<file path="src/rtl/intctrl_if.sv">
// Wishbone classic 32-bit bus bundle shared by intctrl and its bus masters.
// Handshake: a request is accepted when cyc & stb are high and no ack is pending; ack follows for exactly one cycle.
interface if_wb;
  logic        cyc;
  logic        stb;
  logic        we;
  logic [31:0] adr;
  logic [3:0]  sel;
  logic [31:0] dat_i;
  logic [31:0] dat_o;
  logic        ack;

  modport slave  (input cyc, stb, we, adr, sel, dat_i, output dat_o, ack);
  modport master (output cyc, stb, we, adr, sel, dat_i, input dat_o, ack);
endinterface

</file>
<file path="src/rtl/intctrl.sv">
// Interrupt controller: edge-latched pending bits, software mask, fixed priority (bit 0 highest).
// Optional macro INTCTRL_LEVEL_EN adds a LEVEL register making selected sources level-tracking.
module intctrl #(
  parameter int              NIRQ       = 8,
  parameter logic [NIRQ-1:0] RESET_MASK = '0
) (
  input  logic            clk_i,
  input  logic            rst_i,
  if_wb.slave             bus,
  input  logic [NIRQ-1:0] irq_in,
  input  logic            enabled,
  output logic [3:0]      cpu_exception
);
`ifdef INTCTRL_LEVEL_EN
  localparam int AW = 3;
`else
  localparam int AW = 2;
`endif
  localparam logic [AW-1:0] REG_PENDING = AW'(0);
  localparam logic [AW-1:0] REG_MASK    = AW'(1);
  localparam logic [AW-1:0] REG_ACTIVE  = AW'(2);
  localparam logic [AW-1:0] REG_VECTOR  = AW'(3);

  logic [NIRQ-1:0] pending_q, pending_d;
  logic [NIRQ-1:0] mask_q, mask_d;
  logic [NIRQ-1:0] irq_prev_q, irq_prev_d;
  logic [3:0]      cpu_exception_q, cpu_exception_d;
  logic            ack_q, ack_d;
  logic [31:0]     dat_o_q, dat_o_d;

  logic            accept;
  logic            wr_en;
  logic [AW-1:0]   reg_sel;
  logic [NIRQ-1:0] rise;
  logic [NIRQ-1:0] w1c;
  logic [NIRQ-1:0] edge_next;
  logic [NIRQ-1:0] active;
  logic [3:0]      vec;
  logic [31:0]     rdata;
`ifdef INTCTRL_LEVEL_EN
  localparam logic [AW-1:0] REG_LEVEL = AW'(4);
  logic [NIRQ-1:0] level_q, level_d;
`endif

  // Only sel[0] gates writes, so the upper lanes and address bits are don't-care.
  logic unused_bits;
  assign unused_bits = &{1'b0, bus.adr[31:AW+2], bus.adr[1:0], bus.sel[3:1], bus.dat_i[31:NIRQ]};

  always_comb begin
    accept     = bus.cyc & bus.stb & ~ack_q;
    wr_en      = accept & bus.we & bus.sel[0];
    reg_sel    = bus.adr[AW+1:2];
    rise       = irq_in & ~irq_prev_q;
    irq_prev_d = irq_in;
    w1c        = (wr_en && reg_sel == REG_PENDING) ? bus.dat_i[NIRQ-1:0] : '0;
    mask_d     = (wr_en && reg_sel == REG_MASK) ? bus.dat_i[NIRQ-1:0] : mask_q;
    // A rise in the same cycle as its clear wins, so no event is lost.
    edge_next  = (pending_q & ~w1c) | rise;
`ifdef INTCTRL_LEVEL_EN
    level_d    = (wr_en && reg_sel == REG_LEVEL) ? bus.dat_i[NIRQ-1:0] : level_q;
    pending_d  = (level_q & irq_in) | (~level_q & edge_next);
`else
    pending_d  = edge_next;
`endif
  end

  always_comb begin
    active = pending_q & mask_q;
    vec    = 4'd0;
    for (int i = NIRQ - 1; i >= 0; i--) begin
      if (active[i]) vec = 4'(i + 1);
    end
    cpu_exception_d = enabled ? vec : 4'd0;
  end

  always_comb begin
    rdata = 32'd0;
    case (reg_sel)
      REG_PENDING: rdata[NIRQ-1:0] = pending_q;
      REG_MASK:    rdata[NIRQ-1:0] = mask_q;
      REG_ACTIVE:  rdata[NIRQ-1:0] = active;
      REG_VECTOR:  rdata[3:0]      = vec;
`ifdef INTCTRL_LEVEL_EN
      REG_LEVEL:   rdata[NIRQ-1:0] = level_q;
`endif
      default:     rdata = 32'd0;
    endcase
    ack_d   = accept;
    dat_o_d = (accept && !bus.we) ? rdata : 32'd0;
  end

  always_ff @(posedge clk_i or posedge rst_i) begin
    if (rst_i) begin
      pending_q       <= '0;
      mask_q          <= RESET_MASK;
      irq_prev_q      <= '0;
      cpu_exception_q <= 4'd0;
      ack_q           <= 1'b0;
      dat_o_q         <= 32'd0;
`ifdef INTCTRL_LEVEL_EN
      level_q         <= '0;
`endif
    end else begin
      pending_q       <= pending_d;
      mask_q          <= mask_d;
      irq_prev_q      <= irq_prev_d;
      cpu_exception_q <= cpu_exception_d;
      ack_q           <= ack_d;
      dat_o_q         <= dat_o_d;
`ifdef INTCTRL_LEVEL_EN
      level_q         <= level_d;
`endif
    end
  end

  assign bus.ack       = ack_q;
  assign bus.dat_o     = dat_o_q;
  assign cpu_exception = cpu_exception_q;
endmodule

</file>
<file path="src/flat_wrapper.sv">
// flat-port wrapper written by rule: the top's interface ports become plain ports
module intctrl_flat 
#(
  parameter int              NIRQ       = 8,
  parameter logic [NIRQ-1:0] RESET_MASK = '0
)
  (clk_i, rst_i, irq_in, enabled, cpu_exception, bus_cyc, bus_stb, bus_we, bus_adr, bus_sel, bus_dat_i, bus_dat_o, bus_ack);
  if_wb bus_i ();
  input  logic clk_i;
  input  logic rst_i;
  input  logic [NIRQ-1:0] irq_in;
  input  logic enabled;
  output logic [3:0] cpu_exception;
  input wire logic [$bits(bus_i.cyc)-1:0] bus_cyc;
  input wire logic [$bits(bus_i.stb)-1:0] bus_stb;
  input wire logic [$bits(bus_i.we)-1:0] bus_we;
  input wire logic [$bits(bus_i.adr)-1:0] bus_adr;
  input wire logic [$bits(bus_i.sel)-1:0] bus_sel;
  input wire logic [$bits(bus_i.dat_i)-1:0] bus_dat_i;
  output wire logic [$bits(bus_i.dat_o)-1:0] bus_dat_o;
  output wire logic [$bits(bus_i.ack)-1:0] bus_ack;
  assign bus_i.cyc = bus_cyc;
  assign bus_i.stb = bus_stb;
  assign bus_i.we = bus_we;
  assign bus_i.adr = bus_adr;
  assign bus_i.sel = bus_sel;
  assign bus_i.dat_i = bus_dat_i;
  assign bus_dat_o = bus_i.dat_o;
  assign bus_ack = bus_i.ack;
  intctrl #(.NIRQ(NIRQ), .RESET_MASK(RESET_MASK)) u_core (.clk_i(clk_i), .rst_i(rst_i), .bus(bus_i), .irq_in(irq_in), .enabled(enabled), .cpu_exception(cpu_exception));
endmodule
</file>
<file path="config.mk">
export PLATFORM = sky130hd
export DESIGN_NAME = intctrl_flat
export DESIGN_NICKNAME = d
export VERILOG_FILES = /design/src/rtl/intctrl_if.sv /design/src/rtl/intctrl.sv /design/src/flat_wrapper.sv
export SDC_FILE = /design/constraint.sdc
export NUM_CORES = 1
export LEC_CHECK = 0
export BUFFER_PORTS_ARGS = -buffer_cell sky130_fd_sc_hd__buf_2
export CORE_MARGIN = 2
export CORE_UTILIZATION = 42
export DETAILED_ROUTE_END_ITERATION = 8
export HOLD_SLACK_MARGIN = 0.12
export PLACE_DENSITY = 0.85
export SYNTH_ARGS = -nofsm -noshare
export SYNTH_HDL_FRONTEND = slang
export SYNTH_SLANG_ARGS = --single-unit
</file>
<file path="constraint.sdc">
create_clock -name clk_i -period 1.8 [get_ports clk_i]
set_input_delay 0.27 -clock clk_i [delete_from_list [all_inputs] [get_ports clk_i]]
set_output_delay 0.27 -clock clk_i [all_outputs]
set_load 0.01 [all_outputs]
</file>
---- After elaboration in Yosys (flattened, before gate mapping) ----
Index checks and enable logic that the tools add are counted.
storage, ports and cells
  flip-flop bits (word level) ............. 61
  bits of input ports ..................... 82
cells by class
  bitwise gates (word level) .............. 11
  eq/ne operators ......................... 3
  muxes and demuxes ....................... 13
  reduce and logical (&&, ||, !) cells .... 5
operators with widths
  operator              count
  $mux W4               9
  $and A8 B8 Y8         3
  $mux W8               2
  $not A8 Y8            2
  $pmux W4 S4           1
  $pmux W4 S3           1
  $or A8 B8 Y8          1
  $and A1 B1 Y1         4
  $eq A2 B2 Y1 const B  2
  $logic_and A1 B1 Y1   3
  $eq A2 B1 Y1 const B  1
  $logic_not A2 Y1      1
  $logic_not A1 Y1      1
  $not A1 Y1            1

---- Longest topological paths before layout ----
Gate-level depths: netlist (run 1).
  depth after elaboration ................. 11
  gate-level depth with buffers ........... 6

---- Worst setup path after synthesis (run 1) ----
Ideal clock, no wire load.
  path kind ............................... register -> register
  start point ............................. register u_core.ack_q (netlist: u_core.bus.ack)
  end point ............................... register u_core.mask_q[0]
  path buffers ............................ 0
  slack ................................... 0.394 ns
  library setup time ...................... 0.125 ns
  cell stages (with the launch flop) ...... 5
  data arrival time ....................... 1.281 ns
  cells stage by stage .................... dfrtp_1 and3b_2 nand3_4 nor2_8 mux2_4
on the way
  word-level cells in the longest chain between the ends .. 5
ends and longest elaborated chain
  item                         RTL line        text
  from (decl)                  intctrl.sv:28   logic ack_q, ack_d;
  from (signal assigned)       intctrl.sv:108  ack_q <= ack_d;
  $not A1 Y1                   intctrl.sv:50   accept = bus.cyc & bus.stb & ~ack_q;
  $and A1 B1 Y1                intctrl.sv:50
  named net u_core.accept      intctrl.sv:31   logic accept;
  $and A1 B1 Y1 (2 in series)  intctrl.sv:51   wr_en = accept & bus.we & bus.sel[0];
  $logic_and A1 B1 Y1          intctrl.sv:56   mask_d = (wr_en && reg_sel == REG_MASK) ? bus.dat_i[NIRQ-1:0] : mask_q;
  to (signal assigned)         intctrl.sv:105  mask_q <= mask_d;
  to (decl)                    intctrl.sv:25   logic [NIRQ-1:0] mask_q, mask_d;
The timed path passes the listed nets, and every way through them passes these cells.
A chain may end at the register's enable or synchronous reset.

---- Worst setup path in the final report (run 1) ----
  start point ............................. register u_core.ack_q (netlist: u_core.bus.ack)
  end point ............................... register u_core.pending_q[3]
on the way
  word-level cells in the longest chain between the ends .. 9
ends and longest elaborated chain
  item                           RTL line        text
  $not A1 Y1                     intctrl.sv:50
  $and A1 B1 Y1                  intctrl.sv:50
  named net u_core.accept        intctrl.sv:31
  $and A1 B1 Y1 (2 in series)    intctrl.sv:51
  $logic_and A1 B1 Y1            intctrl.sv:55   w1c = (wr_en && reg_sel == REG_PENDING) ? bus.dat_i[NIRQ-1:0] : '0;
  $mux W8                        intctrl.sv:55
  $not A8 Y8                     intctrl.sv:58   edge_next = (pending_q & ~w1c) | rise;
  $and A8 B8 Y8                  intctrl.sv:58
  $or A8 B8 Y8                   intctrl.sv:58
  named net u_core.edge_next[3]  intctrl.sv:36   logic [NIRQ-1:0] edge_next;
  to (signal assigned)           intctrl.sv:104  pending_q <= pending_d;
  to (decl)                      intctrl.sv:24   logic [NIRQ-1:0] pending_q, pending_d;
The timed path passes the listed nets, and every way through them passes these cells.

==> impl_metrics.toml, run 1 <==
[status]
outcome = "complete, no violations"

[pwr]
power_leakage_nw = 1.10
cellPowerDensity_nw_per_um2 = 862
peakVddDrop_mv = 0.332

[sta]
fin_crit_sh_pct = 81.8
rsz0062_at_grt = "false"
setup_viol = 0
maxSlewViolCount = 0
period_needed_ns = 1.47
finClkSkew_ns = 0.00662
hold_viol = 0
fin_ws_ns = 0.328
fin_tns_setup_ns = 0
fmax_ghz = 0.679

[finish]
layout-area-overhead-vs-synth_pct = 16.9
final_cells = 257
fin_area_um2 = 2120
nNetsFinal = 288
layout_common_cells = "buf_2, dfrtp_1, conb_1"
fill_cells = 386
diodes = 0
drive_above_1_share_pct = 29.0
seqCellArea_um2 = 926
multi_input_area_um2 = 733

[routing]
ant_nets = 0
drt-pass1-iter-count = 4
dr.first_iter.drc_count = 105
wl_per_cell_um = 11.9
num_vias = 1227
via_per_inst = 4.77
wl_um = 3070
drc = 0

[logic_synthesis]
yosysUniqueCellTypes = 33
syn_inst = 157
syn_avg_cell_area_um2 = 11.5
yosys_warnings = 0
netlist_area_um2 = 1810
ys_ff_latch = 37
yosysSeqAreaShare_pct = 51.1

[setup_path]
worst-setup-path-type = "reg2reg"
reg2reg_slack_ns = 0.33
worstPathRequired_ns = 1.97
crit_start = "u_core.bus.ack"
crit_buf_inv = 0
crit_path_end_kind = "flip-flop"
slowest_stage = "and4_1"
critical-path-top-delay-family = "simple AND/OR/NAND/NOR gates"
r2r_start = "u_core.bus.ack"
path_cells = "and3b_2 > and4_1 > nand2_1 > a22o_1"
setup.worst_path.start_class = "flip-flop"
cp_max_fo = 8
cp.arrival_ns = 1.64
max_stage_delay_ns = 0.41

[placement]
dpl_cell_area_um2 = 1950
place.gp.congestion = 0.853
pre_cts_slack_ns = 0.331
numPortBuffers = 37
placed_cells = 240
dpl.hpwl_um = 2290

[clock_tree]
clkSlewWorstSetupHoldPaths_ns = 0.07
root_buffer = "clkbuf_8"
tritoncts = "done"
postCtsSetupRepairBufs = 0
cts_max_level = 2
clockBufferDepth = 2
cts_buffers = 5
clk_latency_ns = 0.28
cts_sinks = 37

[floorplanning]
rows = 23
dieArea_um2 = 4860
ios = 119
die-width_um = 69.7
chipHeight_um = 69.7
core_um2 = 4090
initial_core_util_pct = 44.3

[global_route]
grt_pass1_wl_um = 5150
track_usage_pct = 13.4
grt_start_max_net_pins = 38
grt_overflow_total = 0
first_global_vias = 1122
antenna_found_initial = 0

[job]
drv_cap = 0

[hold_path]
hold_path.startpoint = "enabled"
hold_class = "in2reg"
cell usage after synthesis (all sizes together):
cell type | count | area (µm²)
nor3 | 2 | 15.0
mux2i | 4 | 40.0
mux2 | 8 | 120
nand2 | 17 | 63.8
o21ai | 2 | 10.0
nor2 | 5 | 35.0
and2 | 8 | 50.1
a22o | 9 | 78.8
conb | 1 | 3.75
a222oi | 1 | 10.0
a22oi | 2 | 15.0
a21boi | 1 | 7.51
buf | 28 | 205
inv | 9 | 33.8
nand2b | 2 | 15.0
a31oi | 2 | 12.5
o221a | 3 | 33.8
o22ai | 5 | 31.3
and3b | 1 | 10.0
and4bb | 1 | 12.5
and3 | 1 | 6.26
dfrtp | 37 | 926
o211ai | 1 | 7.51
nor2b | 1 | 6.26
nand3 | 1 | 17.5
and4b | 1 | 10.0
and4 | 1 | 8.76
a32oi | 1 | 8.76
o221ai | 2 | 17.5
per-stage QoR:
stage	hold slack (ns)	util, %	total power [W]
after CTS	0.220	51.8	0.00184
after detailed placement	0.398	47.7	0.00129
after global routing	0.223	51.8	0.00192
after floorplan	0.301	-	0.00123
final	0.228	51.8	0.00183
after global placement	0.393	47.7	0.00128
kinds of logic after synthesis:
group           after synthesis  synth area share [%]
simple gates                 41                  13.8
flops                        37                  51.1
buf+inv                      37                  13.2
compound gates               29                  12.8
mux                          12                  8.84
other cells                   1                 0.207
registers in the layout (all words and copies together) (netlist names):
| name | count |
|---|---|
| u_core.irq_prev_q | 8 |
| u_core.mask_q | 8 |
| u_core.bus.ack | 1 |
| u_core.cpu_exception | 4 |
| u_core.pending_q | 8 |
| u_core.bus.dat_o | 8 |
cell type report:
type	count	area share (%)
clock buffer	8	3.78
inverter	9	1.59
multi-input combinational	106	34.6
sequential	37	43.7
tap	50	2.95
timing repair buffer	47	13.3
metal layers:
layer | routed length [µm] | track usage [%] | vias up
met2 | 1380 | 20.7 | 49
met5 | 0 | 0 | -
met4 | 45 | 4.49 | 0
met3 | 256 | 4.80 | 6
li1 | - | - | 601
met1 | 1380 | 17.5 | 571
timing repair:
item | 4_1_cts | 5_1_grt
gates resized for setup | 0 | 0
hold buffers | 9 | 0
hold endpoints to repair | 45 | 0
endpoints found under the setup margin | 0 | 0
power by group:
group          switching (W)  total, W  internal, W
registers          0.0000548  0.000952     0.000897
clock network       0.000259  0.000534     0.000275
logic               0.000172  0.000340     0.000168
total               0.000486   0.00183      0.00134
worst paths after layout:
path,end,depth (start not counted)
setup / recovery,u_core.pending_q[3],4
hold / removal,u_core.cpu_exception[3],2
setup reg to reg,u_core.pending_q[3],4
hold reg to reg,u_core.pending_q[7],1
max in group asynchronous,u_core.pending_q[2],4
min in group asynchronous,u_core.bus.dat_o[5],4
No activity file was read; power rests on OpenSTA's default activity.
==> inputs of run 2 (changes only) <==
- clock period: 1.8 -> 1.4 ns (I/O delays scaled with it)
==> impl_metrics.toml, run 2 (synthesis results as in run 1) <==
[sta]
fin_crit_sh_pct = 100
period_needed_ns = 1.40
fmax_ghz = 0.713
fin_tns_setup_ns = -0.00205
finClkSkew_ns = 0.00528
maxSlewViolCount = 0
fin_ws_ns = -0.00205
hold_viol = 0
rsz0062_at_grt = "true"
setup_viol = 1

[clock_tree]
clkSlewWorstSetupHoldPaths_ns = 0.07
root_buffer = "clkbuf_8"
clockBufferDepth = 2
cts_buffers = 5
tritoncts = "done"
cts_sinks = 37
cts_max_level = 2
clk_latency_ns = 0.29

[finish]
layout_commonest_cell = "buf_2"
layout-area-overhead-vs-synth_pct = 23.1
fill_cells = 371
layout_common_cells = "buf_2, dfrtp_1, conb_1"
nNetsFinal = 297
diodes = 0
fin_area_um2 = 2230
drive_above_1_share_pct = 36.6

[setup_path]
r2r_start = "u_core.bus.ack"
worstPathRequired_ns = 1.57
cp.arrival_ns = 1.58
timing.rr.end = "u_core.mask_q[0]"
reg2regPathDepth = 4
setup.worst_path.start_class = "flip-flop"
reg2reg_slack_ns = -0.002
crit_path_end_kind = "flip-flop"
worst-setup-path-type = "reg2reg"
slowest_stage = "dfrtp_1"
max_stage_delay_ns = 0.38
cp_max_fo = 8
path_cells = "and3b_2 > nand3_4 > nor2_8 > mux2_4"

[routing]
drt-pass1-iter-count = 6
num_vias = 1270
wl_per_cell_um = 12.6
drc = 0
ant_nets = 0
wl_um = 3350
dr.first_iter.drc_count = 87
via_per_inst = 4.77

[pwr]
p_total_w = 0.00250
power_leakage_nw = 1.16
cellPowerDensity_nw_per_um2 = 1120
peakVddDrop_mv = 0.406

[placement]
place.gp.congestion = 0.887
numPortBuffers = 37
dpl_cell_area_um2 = 2000
dpl.hpwl_um = 2520

[floorplanning]
ios = 119
rows = 23
core_um2 = 4090
dieArea_um2 = 4860
die-width_um = 69.7
chipHeight_um = 69.7
initial_core_util_pct = 44.3

[global_route]
grt_overflow_total = 0
grt_start_max_net_pins = 38
antenna_found_initial = 0
track_usage_pct = 14.9
first_global_vias = 1250
grt_pass1_wl_um = 5780

[hold_path]
hold_path.startpoint = "enabled"
hold_class = "in2reg"
whs_path_depth = 2
holdPathEnd = "u_core.cpu_exception[2]"

[job]
drv_cap = 0

[status]
violations = "setup timing"
outcome = "finished, violations left"
## run 2: changes by cell type in the layout (fill, tap and decap cells not counted), moves of 2 or more
cell	previous run	this run
nand2_2	0	5
clkbuf_8	5	7
nand2_1	17	12
clkbuf_1	3	0
buf_4	1	9
## run 2: power breakdown
group / switching (W) / leakage [nW] / total (W) / internal [W]
Sequential: 0.0000604 / 0.443 / 0.00122 / 0.00115
Combinational: 0.000247 / 0.662 / 0.000493 / 0.000247
Clock: 0.000351 / 0.0542 / 0.000795 / 0.000444
## run 2: critical path, delay by kind of cell, from the launching register on
kind	cells	cell delay [ns]
simple gates	3	0.58
mux	1	0.32
flops	1	0.38
## run 2: what timing repair did
action | 4_1_cts | 5_1_grt
buffers inserted | 0 | 2
endpoints found under the setup margin | 6 | 18
pin swaps | 0 | 7
hold endpoints to repair | 45 | 0
hold buffers | 9 | 0
gates resized for setup | 0 | 8
## run 2: how the worst max path moves through the flow
stage,startpoint,to,slack [ns],depth (start not counted)
floorplan,u_core.bus.ack,u_core.mask_q[0],0.02,4
global placement,u_core.bus.ack,u_core.mask_q[1],0.01,4
detailed placement,u_core.bus.ack,u_core.mask_q[0],-0.0003,4
CTS,u_core.bus.ack,u_core.mask_q[0],-0.01,4
global route,u_core.bus.ack,u_core.mask_q[0],-0.06,4
finish,u_core.bus.ack,u_core.mask_q[0],-0.002,4
## run 2: metrics by stage
step | util (%) | hold WS, ns | instances | worst slack, ns
final | 54.6 | 0.160 | 266 | -0.00205
after global routing | 54.6 | 0.159 | 266 | -0.0559
after CTS | 53.6 | 0.154 | 264 | -0.0118
after detailed placement | 49.0 | 0.334 | 247 | -0.000332
after global placement | 49.0 | 0.333 | 247 | 0.0107
after floorplan | - | 0.241 | 180 | 0.0190
## run 2: layout make-up
| type | count | area [µm²] | area share, % |
|---|---|---|---|
| Clock buffer | 7 | 96.3 | 4.32 |
| Clock inverter | 1 | 5.00 | 0.224 |
| Inverter | 9 | 33.8 | 1.52 |
| Multi-Input combinational cell | 106 | 751 | 33.7 |
| Sequential cell | 37 | 927 | 41.6 |
| Tap cell | 50 | 62.6 | 2.81 |
| Timing Repair Buffer | 56 | 354 | 15.9 |
## run 2: per-layer routing
layer | wire length, µm | track usage [%] | vias to the layer above
met5 | 0 | 0 | -
met3 | 234 | 6.10 | 5
met4 | 38 | 4.49 | 0
met1 | 1420 | 17.8 | 606
met2 | 1650 | 24.8 | 43
li1 | - | - | 616
==> inputs of run 3 (changes only) <==
- ABC_AREA: unset -> 1
- CORE_UTILIZATION: 42 -> 41
- PLACE_DENSITY: 0.85 -> 0.84
==> impl_metrics.toml, run 3 <==
[sta]
fin_tns_setup_ns = 0
fin_ws_ns = 0.199
setup_viol = 0
hold_viol = 0
period_needed_ns = 1.20
rsz0062_at_grt = "false"
finClkSkew_ns = 0.00107
fin_crit_sh_pct = 85.8
maxSlewViolCount = 0
fmax_ghz = 0.833

[routing]
wl_per_cell_um = 10.4
drc = 0
route.met2.wl_um = 1520
dr.first_iter.drc_count = 39
wl_met3_um = 253
drt-pass1-iter-count = 4
highest_layer = "met4"
wl_met1_um = 1270
num_vias = 1317
ant_nets = 0
wl_um = 3110
via_per_inst = 4.39

[logic_synthesis]
syn_avg_cell_area_um2 = 8.96
netlist_area_um2 = 1770
synth.top_cells.by_count = "nand2_1, dfrtp_1, buf_4, inv_1, o21ai_1"
yosysSeqAreaShare_pct = 52.4
yosys_warnings = 0
synth_enable_flop_cells = 0
yosys.area.top_type = "dfrtp_1"
ys.flop_type = "dfrtp_1"
yosysMostFrequentCell = "nand2_1"
synth_top_area_share_pct = 52.4
ys_ff_latch = 37
syn_inst = 197
synthArstFlopShare_pct = 100
yosysUniqueCellTypes = 21
synth_area_leaders = "dfrtp_1, buf_4, nand2_1"

[setup_path]
cp.arrival_ns = 1.38
worstPathRequired_ns = 1.58
setup.worst_path.start_class = "flip-flop"
timing.rr.end = "u_core.cpu_exception[3]"
reg2regPathDepth = 5
reg2reg_slack_ns = 0.20
r2r_start = "u_core.pending_q[0]"
cp_max_fo = 4
worst-setup-path-type = "reg2reg"
crit_path_end_kind = "flip-flop"

[hold_path]
hold_class = "in2reg"
holdPathEnd = "u_core.mask_q[6]"
whs_path_depth = 3
hold_path.startpoint = "bus_dat_i[6]"

[finish]
layout-area-overhead-vs-synth_pct = 18.4
diodes = 0
layout_common_cells = "nand2_1, buf_2, dfrtp_1"
nNetsFinal = 331
multi_input_area_um2 = 617
layout_commonest_cell = "nand2_1"
seqCellArea_um2 = 926
fin_area_um2 = 2090
finalCoreUtilization_pct = 51.2
fill_cells = 398
drive_above_1_share_pct = 26.0

[pwr]
power_leakage_nw = 1.13
cellPowerDensity_nw_per_um2 = 1120
peakVddDrop_mv = 0.701
p_total_w = 0.00235

[global_route]
antenna_found_initial = 0
grt_start_max_net_pins = 38
grt_overflow_total = 0
grt_pass1_wl_um = 5390
first_global_vias = 1219
track_usage_pct = 14.1

[placement]
pre_cts_slack_ns = 0.174
dpl.hpwl_um = 2440
place.gp.congestion = 0.832
dpl_cell_area_um2 = 1920
numPortBuffers = 37

[clock_tree]
clkSlewWorstSetupHoldPaths_ns = 0.07
tritoncts = "done"
clockBufferDepth = 2
cts_buffers = 5
cts_max_level = 2
cts_sinks = 37
root_buffer = "clkbuf_8"
clk_latency_ns = 0.29
postCtsSetupRepairBufs = 0

[floorplanning]
rows = 23
initial_core_util_pct = 43.2
ios = 119
chipHeight_um = 69.6
die-width_um = 69.6
dieArea_um2 = 4850
core_um2 = 4090

[status]
outcome = "complete, no violations"

[job]
drv_cap = 0
[run 3: cell count changes after synthesis, sizes merged, moves of 8 or more]
cell	before	now
o21ai	2	36
a22o	9	0
and2	8	0
mux2	8	0
inv	9	29
nand2	17	38
[run 3: worst max-delay path, stage by stage (launching register included)]
cell	delay [ns]
dfrtp_1	0.41
nand2_1	0.11
inv_1	0.06
nor2_1	0.18
inv_1	0.08
nor4_1	0.25
[run 3: worst max path at each step]
stage,slack [ns],start,depth (start not counted),end
after CTS,0.17,u_core.bus.ack,4,u_core.pending_q[0]
after floorplan,0.31,u_core.bus.ack,5,u_core.mask_q[7]
final,0.20,u_core.pending_q[0],5,u_core.cpu_exception[3]
after global placement,0.24,u_core.bus.ack,4,u_core.pending_q[1]
after global routing,0.06,u_core.bus.ack,4,u_core.pending_q[2]
after detailed placement,0.17,u_core.bus.ack,4,u_core.pending_q[0]
[run 3: logic make-up after synthesis]
| family | count (synthesis) | share of synthesized area, % |
|---|---|---|
| buf+inv | 56 | 17.5 |
| simple gates | 61 | 16.2 |
| compound gates | 42 | 13.6 |
| flops | 37 | 52.4 |
| other cells | 1 | 0.212 |
[run 3: metrics by stage]
stage / hold WS, ns / cells
final: 0.184 / 300
after detailed placement: 0.333 / 283
after global routing: 0.187 / 300
after floorplan: 0.241 / 220
after global placement: 0.331 / 283
after CTS: 0.175 / 300
[run 3: per-layer routing]
metal	track usage, %	vias up
met5	0	-
met4	7.05	0
met3	5.38	6
met2	23.8	49
met1	15.6	593
li1	-	669
[run 3: what timing repair did]
action / CTS / global route
gates resized for setup: 0 / 0
hold endpoints to repair: 45 / 0
hold buffers: 9 / 0
[run 3: area by class of cell]
| type | count | area share [%] |
|---|---|---|
| sequential | 37 | 44.3 |
| multi-input combinational | 127 | 29.5 |
| timing repair buffer | 48 | 13.9 |
| inverter | 30 | 5.39 |
| clock buffer | 6 | 3.47 |
| tap | 50 | 2.99 |
| clock inverter | 2 | 0.479 |
[run 3: report_power, final]
group          switching, W  internal [W]  leakage, nW
clock              0.000352      0.000344       0.0450
combinational      0.000281      0.000168        0.634
sequential        0.0000472       0.00115        0.446
